$ cat src/rtl/tdc_pkg.sv
// Shared types and width helpers for the TDC measurement scheduler slice.
package tdc_pkg;

  typedef enum logic [2:0] {
    S_IDLE,
    S_CLEAR,
    S_WAIT_START,
    S_WAIT_STOP,
    S_DONE
  } tdc_sched_state_t;

  localparam int unsigned TDC_FRAC_W = 7;

  // Summed fraction width: enough headroom for CTR_NUM full-scale lanes.
  function automatic int unsigned tdc_fine_w(input int unsigned frac_w,
                                             input int unsigned ctr_num);
    return frac_w + $clog2(ctr_num);
  endfunction

endpackage

$ cat src/rtl/tdc_meas_sched_frac_sum.sv
// Combinational unsigned sum of the synchronized fraction lanes.
module frac_sum
  import tdc_pkg::*;
#(
  parameter  int unsigned CTR_NUM = 1,
  parameter  int unsigned FRAC_W  = TDC_FRAC_W,
  localparam int unsigned FINE_W  = tdc_fine_w(FRAC_W, CTR_NUM)
) (
  input  logic [FRAC_W-1:0] lanes [CTR_NUM],
  output logic [FINE_W-1:0] sum
);

  always_comb begin
    sum = '0;
    for (int unsigned i = 0; i < CTR_NUM; i++) begin
      sum = sum + FINE_W'(lanes[i]);
    end
  end

endmodule

$ cat src/rtl/tdc_meas_sched.sv
// Measurement scheduler: clears/enables phase counters, captures start/stop
// fraction snapshots, counts coarse cycles between them, reports result or timeout.
module tdc_meas_sched
  import tdc_pkg::*;
#(
  parameter  int unsigned CTR_NUM  = 1,
  parameter  int unsigned FRAC_W   = TDC_FRAC_W,
  parameter  int unsigned COARSE_W = 16,
  parameter  int unsigned CLR_CYC  = 4,
  localparam int unsigned FINE_W   = tdc_fine_w(FRAC_W, CTR_NUM)
) (
  input  logic                clocks,
  input  logic                rst,
  input  logic                start,
  input  logic                abort,
  input  logic [COARSE_W-1:0] gate_max,
  input  logic [FRAC_W-1:0]   sync_data [CTR_NUM],
  input  logic                sync_valid,
  output logic                ctr_clr,
  output logic                ctr_ena,
  output logic                busy,
  output logic                res_valid,
  output logic                res_timeout,
  output logic [COARSE_W-1:0] res_coarse,
  output logic [FINE_W-1:0]   res_fine_start,
  output logic [FINE_W-1:0]   res_fine_stop
);

  localparam int unsigned CLR_W = (CLR_CYC > 1) ? $clog2(CLR_CYC) : 1;

  tdc_sched_state_t state, nxt;

  logic [CLR_W-1:0]    clr_cnt;
  logic [COARSE_W-1:0] wait_tmr;
  logic [COARSE_W-1:0] coarse;
  logic [COARSE_W-1:0] gate_lat;
  logic [FINE_W-1:0]   fine_start_cap;
  logic [FINE_W-1:0]   frac_total;

  logic clr_last, tmr_hit, cap_start, cap_stop, tmo, accept;

  frac_sum #(
    .CTR_NUM (CTR_NUM),
    .FRAC_W  (FRAC_W)
  ) u_frac_sum (
    .lanes (sync_data),
    .sum   (frac_total)
  );

  assign clr_last = (clr_cnt == CLR_W'(CLR_CYC - 1));
  assign tmr_hit  = (wait_tmr == gate_lat);

  always_ff @(posedge clocks or negedge rst) begin
    if (!rst) state <= S_IDLE;
    else      state <= nxt;
  end

  // Priority inside the wait states: abort, then sync_valid, then timeout.
  always_comb begin
    nxt       = state;
    accept    = 1'b0;
    cap_start = 1'b0;
    cap_stop  = 1'b0;
    tmo       = 1'b0;
    case (state)
      S_IDLE: begin
        if (start && !abort) begin
          accept = 1'b1;
          nxt    = S_CLEAR;
        end
      end
      S_CLEAR: begin
        if (abort)         nxt = S_IDLE;
        else if (clr_last) nxt = S_WAIT_START;
      end
      S_WAIT_START: begin
        if (abort) begin
          nxt = S_IDLE;
        end else if (sync_valid) begin
          cap_start = 1'b1;
          nxt       = S_WAIT_STOP;
        end else if (tmr_hit) begin
          tmo = 1'b1;
          nxt = S_DONE;
        end
      end
      S_WAIT_STOP: begin
        if (abort) begin
          nxt = S_IDLE;
        end else if (sync_valid) begin
          cap_stop = 1'b1;
          nxt      = S_DONE;
        end else if (tmr_hit) begin
          tmo = 1'b1;
          nxt = S_DONE;
        end
      end
      S_DONE:  nxt = S_IDLE;
      default: nxt = S_IDLE;
    endcase
  end

  assign busy      = (state != S_IDLE);
  assign ctr_clr   = (state == S_CLEAR);
  assign ctr_ena   = (state == S_WAIT_START) || (state == S_WAIT_STOP);
  assign res_valid = (state == S_DONE);

  always_ff @(posedge clocks or negedge rst) begin
    if (!rst) begin
      clr_cnt        <= '0;
      wait_tmr       <= '0;
      coarse         <= '0;
      gate_lat       <= '0;
      fine_start_cap <= '0;
    end else begin
      if (accept) begin
        gate_lat       <= gate_max;
        fine_start_cap <= '0;
        clr_cnt        <= '0;
      end else if (state == S_CLEAR) begin
        clr_cnt <= clr_cnt + CLR_W'(1);
      end

      if (nxt != state)  wait_tmr <= '0;
      else if (ctr_ena)  wait_tmr <= wait_tmr + COARSE_W'(1);

      if (cap_start) begin
        fine_start_cap <= frac_total;
        coarse         <= '0;
      end else if (state == S_WAIT_STOP && coarse != '1) begin
        coarse <= coarse + COARSE_W'(1);
      end
    end
  end

  // Result fields are loaded on the transition into DONE so they stay
  // stable from the res_valid cycle until the next result.
  always_ff @(posedge clocks or negedge rst) begin
    if (!rst) begin
      res_timeout    <= 1'b0;
      res_coarse     <= '0;
      res_fine_start <= '0;
      res_fine_stop  <= '0;
    end else if (cap_stop) begin
      res_timeout    <= 1'b0;
      res_coarse     <= (coarse == '1) ? coarse : coarse + COARSE_W'(1);
      res_fine_start <= fine_start_cap;
      res_fine_stop  <= frac_total;
    end else if (tmo) begin
      res_timeout    <= 1'b1;
      res_coarse     <= '1;
      res_fine_start <= (state == S_WAIT_STOP) ? fine_start_cap : '0;
      res_fine_stop  <= '0;
    end
  end

endmodule
$ cat config.mk
export PLATFORM = sky130hd
export DESIGN_NAME = tdc_meas_sched
export DESIGN_NICKNAME = d
export VERILOG_FILES = /design/src/rtl/tdc_pkg.sv /design/src/rtl/tdc_meas_sched_frac_sum.sv /design/src/rtl/tdc_meas_sched.sv
export SDC_FILE = /design/constraint.sdc
export NUM_CORES = 1
export LEC_CHECK = 0
export BUFFER_PORTS_ARGS = -buffer_cell sky130_fd_sc_hd__clkbuf_2
export CAP_MARGIN = 20
export CORE_MARGIN = 1.5
export CORE_UTILIZATION = 45
export CTS_BUF_LIST = sky130_fd_sc_hd__clkbuf_8 sky130_fd_sc_hd__clkbuf_16
export DETAILED_ROUTE_END_ITERATION = 6
export GPL_ROUTABILITY_DRIVEN = 0
export PLACE_DENSITY = 0.73
export SYNTH_ARGS = -nofsm -noshare
export SYNTH_HDL_FRONTEND = slang
export SYNTH_SLANG_ARGS = --single-unit
export TNS_END_PERCENT = 30
$ cat constraint.sdc
create_clock -name clocks -period 2.8 [get_ports clocks]
set_input_delay 0.28 -clock clocks [delete_from_list [all_inputs] [get_ports clocks]]
set_output_delay 0.28 -clock clocks [all_outputs]
set_load 0.005 [all_outputs]
; Word level (Yosys, flattened, before mapping)
; Index checks and enable logic that the tools add are counted.
[word_totals]
regBits = 91
inputBits = 28
output_inout_bits = 35
word_cells = 71
[classes]
add_sub_neg = 3
n_eq_ne = 9
mux = 37
n_reduce_logical = 12
[op_table]
columns = operator, count
row1 = $mux W16, 7
row2 = $mux W7, 7
row3 = $add A16 B1 Y16 const B, 2
row4 = $mux W3, 8
row5 = $eq A16 B16 Y1, 1
row6 = $eq A16 B16 Y1 const B, 1
row7 = $ne A16 B16 Y1 const B, 1
row8 = $mux W1, 12
row9 = $pmux W3 S4, 1
row10 = $reduce_bool A2 Y1, 5
row11 = $eq A3 B2 Y1 const B, 2
row12 = $mux W2, 2
row13 = $eq A3 B1 Y1 const B, 1
row14 = $eq A3 B3 Y1 const B, 1
row15 = $logic_not A3 Y1, 1
row16 = $ne A3 B3 Y1, 1
row17 = $reduce_bool A3 Y1, 1
row18 = $add A2 B1 Y2 const B, 1
row19 = $eq A2 B2 Y1 const B, 1
row20 = $logic_and A1 B1 Y1, 2
row21 = $reduce_or A2 Y1, 1
row22 = $logic_not A1 Y1, 1
row23 = $logic_or A1 B1 Y1, 1

; Longest topological paths before layout
[depth]
word_depth = 7
depth_mapped = 9
mapped_depth_nobuf = 6

; Hierarchy
; A second synthesis with hierarchy kept.
[hier_totals]
cells_unflattened = 443
area_unflattened_um2 = 4438.0
[by_module_without_submodules]
columns = module, instances, cells_each, area_per_inst_um2, seq_area_each_um2
row1 = tdc_meas_sched, 1, 436, 4385.5, 2277.2
row2 = frac_sum, 1, 7, 52.6, 0.0

; Least setup slack after synthesis
; Ideal clock, no wire load.
[synth_timing]
path_type = flip-flop to flip-flop
startpoint = register coarse[0]
endpoint = register coarse[0]
setup_time_ps = 125
arrival_time_ps = 1850
t_required_ps = 2675
setup_slack_ps = 825
stages_incl_launch_ff = 8
n_path_buf = 2
synth_period_minus_slack_ps = 1975
path_cell_list = dfrtp_1 > ha_1 > nand2_1 > nor4_4 > a31oi_1 > buf_6 > buf_6 > mux2_2
[synth_via]
elab_chain_len = 3
word_cells_on_any_way = 6
cone_classes = add/sub (1) / eq/ne (1) / mux (2) / reduce/logical (2)
[synth_lines]
columns = element, line
row1 = "start, declared", tdc_meas_sched.sv:35  ; logic [COARSE_W-1:0] coarse;
row2 = "start signal, assigned", tdc_meas_sched.sv:131  ; coarse <= coarse + COARSE_W'(1);
row3 = $add A16 B1 Y16 / $ne A16 B16 Y1 (equally long branches), "tdc_meas_sched.sv:131, tdc_meas_sched.sv:130"
row4 = $mux W16 / $logic_and A1 B1 Y1 (equally long branches), tdc_meas_sched.sv:130  ; end else if (state == S_WAIT_STOP && coarse != '1) begin
row5 = $mux W16 / $reduce_bool A2 Y1 (equally long branches), n/a
; Parallel ways exist; a longest one is shown, timed or not. The select of a mux whose other input is x is not followed.
; A chain may end at the register's enable or synchronous reset.

; Worst setup path after layout
[layout_timing]
startpoint = register coarse[0]
endpoint = register res_coarse[2]
[layout_via]
elab_chain_len = 3
word_cells_on_any_way = 4
cone_classes = add/sub (1) / eq/ne (1) / mux (2)
[layout_lines]
columns = element, line
row1 = $add A16 B1 Y16 / $eq A16 B16 Y1 (equally long branches), tdc_meas_sched.sv:146  ; res_coarse <= (coarse == '1) ? coarse : coarse + COARSE_W'(1);
row2 = $mux W16 (*), tdc_meas_sched.sv:146
row3 = $mux W16 (*), tdc_meas_sched.sv:144  ; end else if (cap_stop) begin
row4 = "end signal, assigned", tdc_meas_sched.sv:146
row5 = "end, declared", tdc_meas_sched.sv:24  ; output logic [COARSE_W-1:0] res_coarse,
; Mark *: on every way between the ends. The rest lies on a longest branch, timed or not.

==> metrics <==
die width=105 µm; startpoint types=register; post_cts resized=0; vias in the first global route=3,497; Yosys cell types=50; 1st-pass router iterations=4; port bufs=62; post-synthesis sequential area ratio=48.5%; htree depth=3; area occupied by multi-input gates=2280 µm²; DR iter-0 viols=160; Pins Over Slew Limit=0; max-cap violation count=0; share of cells above drive strength 1=26.3%; DRC=0; final hold violations=0; Setup CP Type=reg -> reg; Hold-fix buffers, CTS=1; switching power=1.20 mW; Clock Latency Late Sink=0.36 ns; clk slew on worst S/H paths=0.09 ns; Num CTS Buffers=9; Post-CTS Setup Bufs=0; Reg power frac=49.7%; most common cell in the netlist=dfrtp_1; power share of the combinational group=26.3%; post-synth top area cell=dfrtp_1; Layout Utilization=52.2%; I/O Pins=63; fin worst setup slack=0.418 ns; top-area cell type share of the netlist area=48.5%; largest net degree at the start of global routing=52; RSZ-0062 raised after global routing=false; hpwl dp=7080 µm; setup TNS=0 ns; pwr dens=705 nW/µm²; clock root buffer master=clkbuf_8; DRT Wirelength=10,000 µm; leakage=2.26 nW; Cell Rows=37; f_max=420 MHz; Final setup viols=0; Detail Route Antenna Nets=0; commonest cells in the netlist=91 x dfrtp_1, 28 x xnor2_1, 26 x nand2_1; syn_nets=445; first-pass GRT wire length=17,100 µm; min-delay worst type=in -> reg; Max Clock Skew=0.0191 ns; main area contributors after synthesis=dfrtp_1 49%, xnor2_1 5.2%, mux2_2 4.3%; Die Footprint=11,000 µm²; Rel. slew slack=43.9%; Seq cells post-synth=91; CTS tree=done; Post-synth top flop=dfrtp_1; clock network fraction of total power=24.0%; Starting Density=45.8%; Worst Path Arrival=2.68 ns; mapped cell area=4690 µm²; via/cell ratio=5.61; dpl cells=599; Sw Share=32.0%; Layout area overhead=13.8%; filler cell count=917; CTS Buffer Depth=2; crit share post-route=85.1%; Crit Path Max Fanout=14; fin cells=615; wire per inst=16.3 µm; Register Area=2280 µm²; core area=10,200 µm²; chip height=105 µm; Tot GR Track Use=19.2%; Slew @ Worst Pin=0.818 ns; Post-synth ARST share=100%; synthesized instance count=414; post-layout min period=2.38 ns; syn_area_per_cell=11.3 µm²; clk sinks=91; initial antenna violation count=0; CP required=3.10 ns; EDFF count, synth=0; Antenna Cells=0; CP Capture Type=register; Layout Nets=506; Synth Warn #=0; Int Power=2.56 mW; status=finished clean; Via Count=3,449; pre-CTS WS=0.462 ns; Peak VDD IR=362 µV; grt ovf=0
-- area by class of cell --
cell class                 count  share of cell area [%]
sequential                    91                    42.6
clock inverter                 5                    1.15
multi-input combinational    296                    42.6
clock buffer                  10                    2.58
inverter                       6                   0.422
timing repair buffer          71                    7.40
tap                          136                    3.19
-- metal layers --
metal	global-route usage, %	wire (µm)	vias to the layer above
li1	-	-	1627
met1	25.8	4660	1726
met2	31.5	4880	88
met3	4.24	393	8
met4	5.09	102	0
met5	0	0	-
-- registers in the layout, indices dropped and copies added, names as in the netlist --
register / count
fine_start_cap: 7
res_fine_stop: 7
res_fine_start: 7
res_timeout: 1
state: 3
res_coarse: 16
coarse: 16
gate_lat: 16
wait_tmr: 16
clr_cnt: 2
-- kinds of logic after synthesis --
| group | after synthesis | share of synthesized area (%) |
|---|---|---|
| compound gates | 71 | 12.6 |
| xor+xnor | 45 | 8.40 |
| fa+ha+maj | 3 | 0.800 |
| buf+inv | 27 | 3.07 |
| flops | 91 | 48.5 |
| mux | 40 | 9.76 |
| simple gates | 137 | 16.8 |
-- power by group through the flow --
stage          Sequential [mW]  Clock (mW)  Combinational (mW)
5_1_grt                   1.91       0.994                1.10
4_1_cts                   1.87       0.925                1.00
3_3_place_gp              1.88           0               0.958
3_5_place_dp              1.89           0               0.999
6_report                  1.87       0.904               0.990
2_1_floorplan             1.84           0               0.701
-- per-stage QoR --
stage | area (µm²) | hold slack (ns) | power, mW
floorplan | 4690 | -0.0156 | 2.54
global placement | 5130 | 0.349 | 2.84
detailed placement | 5130 | 0.362 | 2.89
CTS | 5340 | 0.138 | 3.80
global route | 5340 | 0.129 | 4.00
finish | 5340 | 0.149 | 3.77
-- worst max-delay path, stage by stage, from the launching register on --
cell and delay (ns):
dfrtp_1 0.44, ha_1 0.27, nand2_1 0.18, nor4_4 0.42
a31oi_2 0.27, buf_4 0.26, nand2b_2 0.25, o32a_1 0.22
-- path summary, 6_finish.rpt --
path / startpoint / end / slack (ns) / depth (start not counted)
hold / removal: gate_max[9] / gate_lat[9] / 0.15 / 2
hold reg to reg: res_fine_stop[5] / res_fine_stop[5] / 0.51 / 1
setup reg to reg: coarse[0] / res_coarse[2] / 0.42 / 7
max in group asynchronous: rst / wait_tmr[2] / 1.63 / 3
min in group asynchronous: rst / coarse[7] / 0.50 / 2
setup / recovery: coarse[0] / res_coarse[2] / 0.42 / 7
-- placed cells by master, fill, tap and decap left out, drive strengths merged, types with 9 or more instances in the layout --
master	instances
a21oi	9
buf	9
nand4	9
nand2	26
a22o	16
xnor2	28
xor2	17
nor3	21
nor2	19
nand3	12
clkbuf	71
o32a	15
dfrtp	91
mux2i	15
mux2	25
nor2b	16
Note: power is estimated with default switching activity, not from simulation.
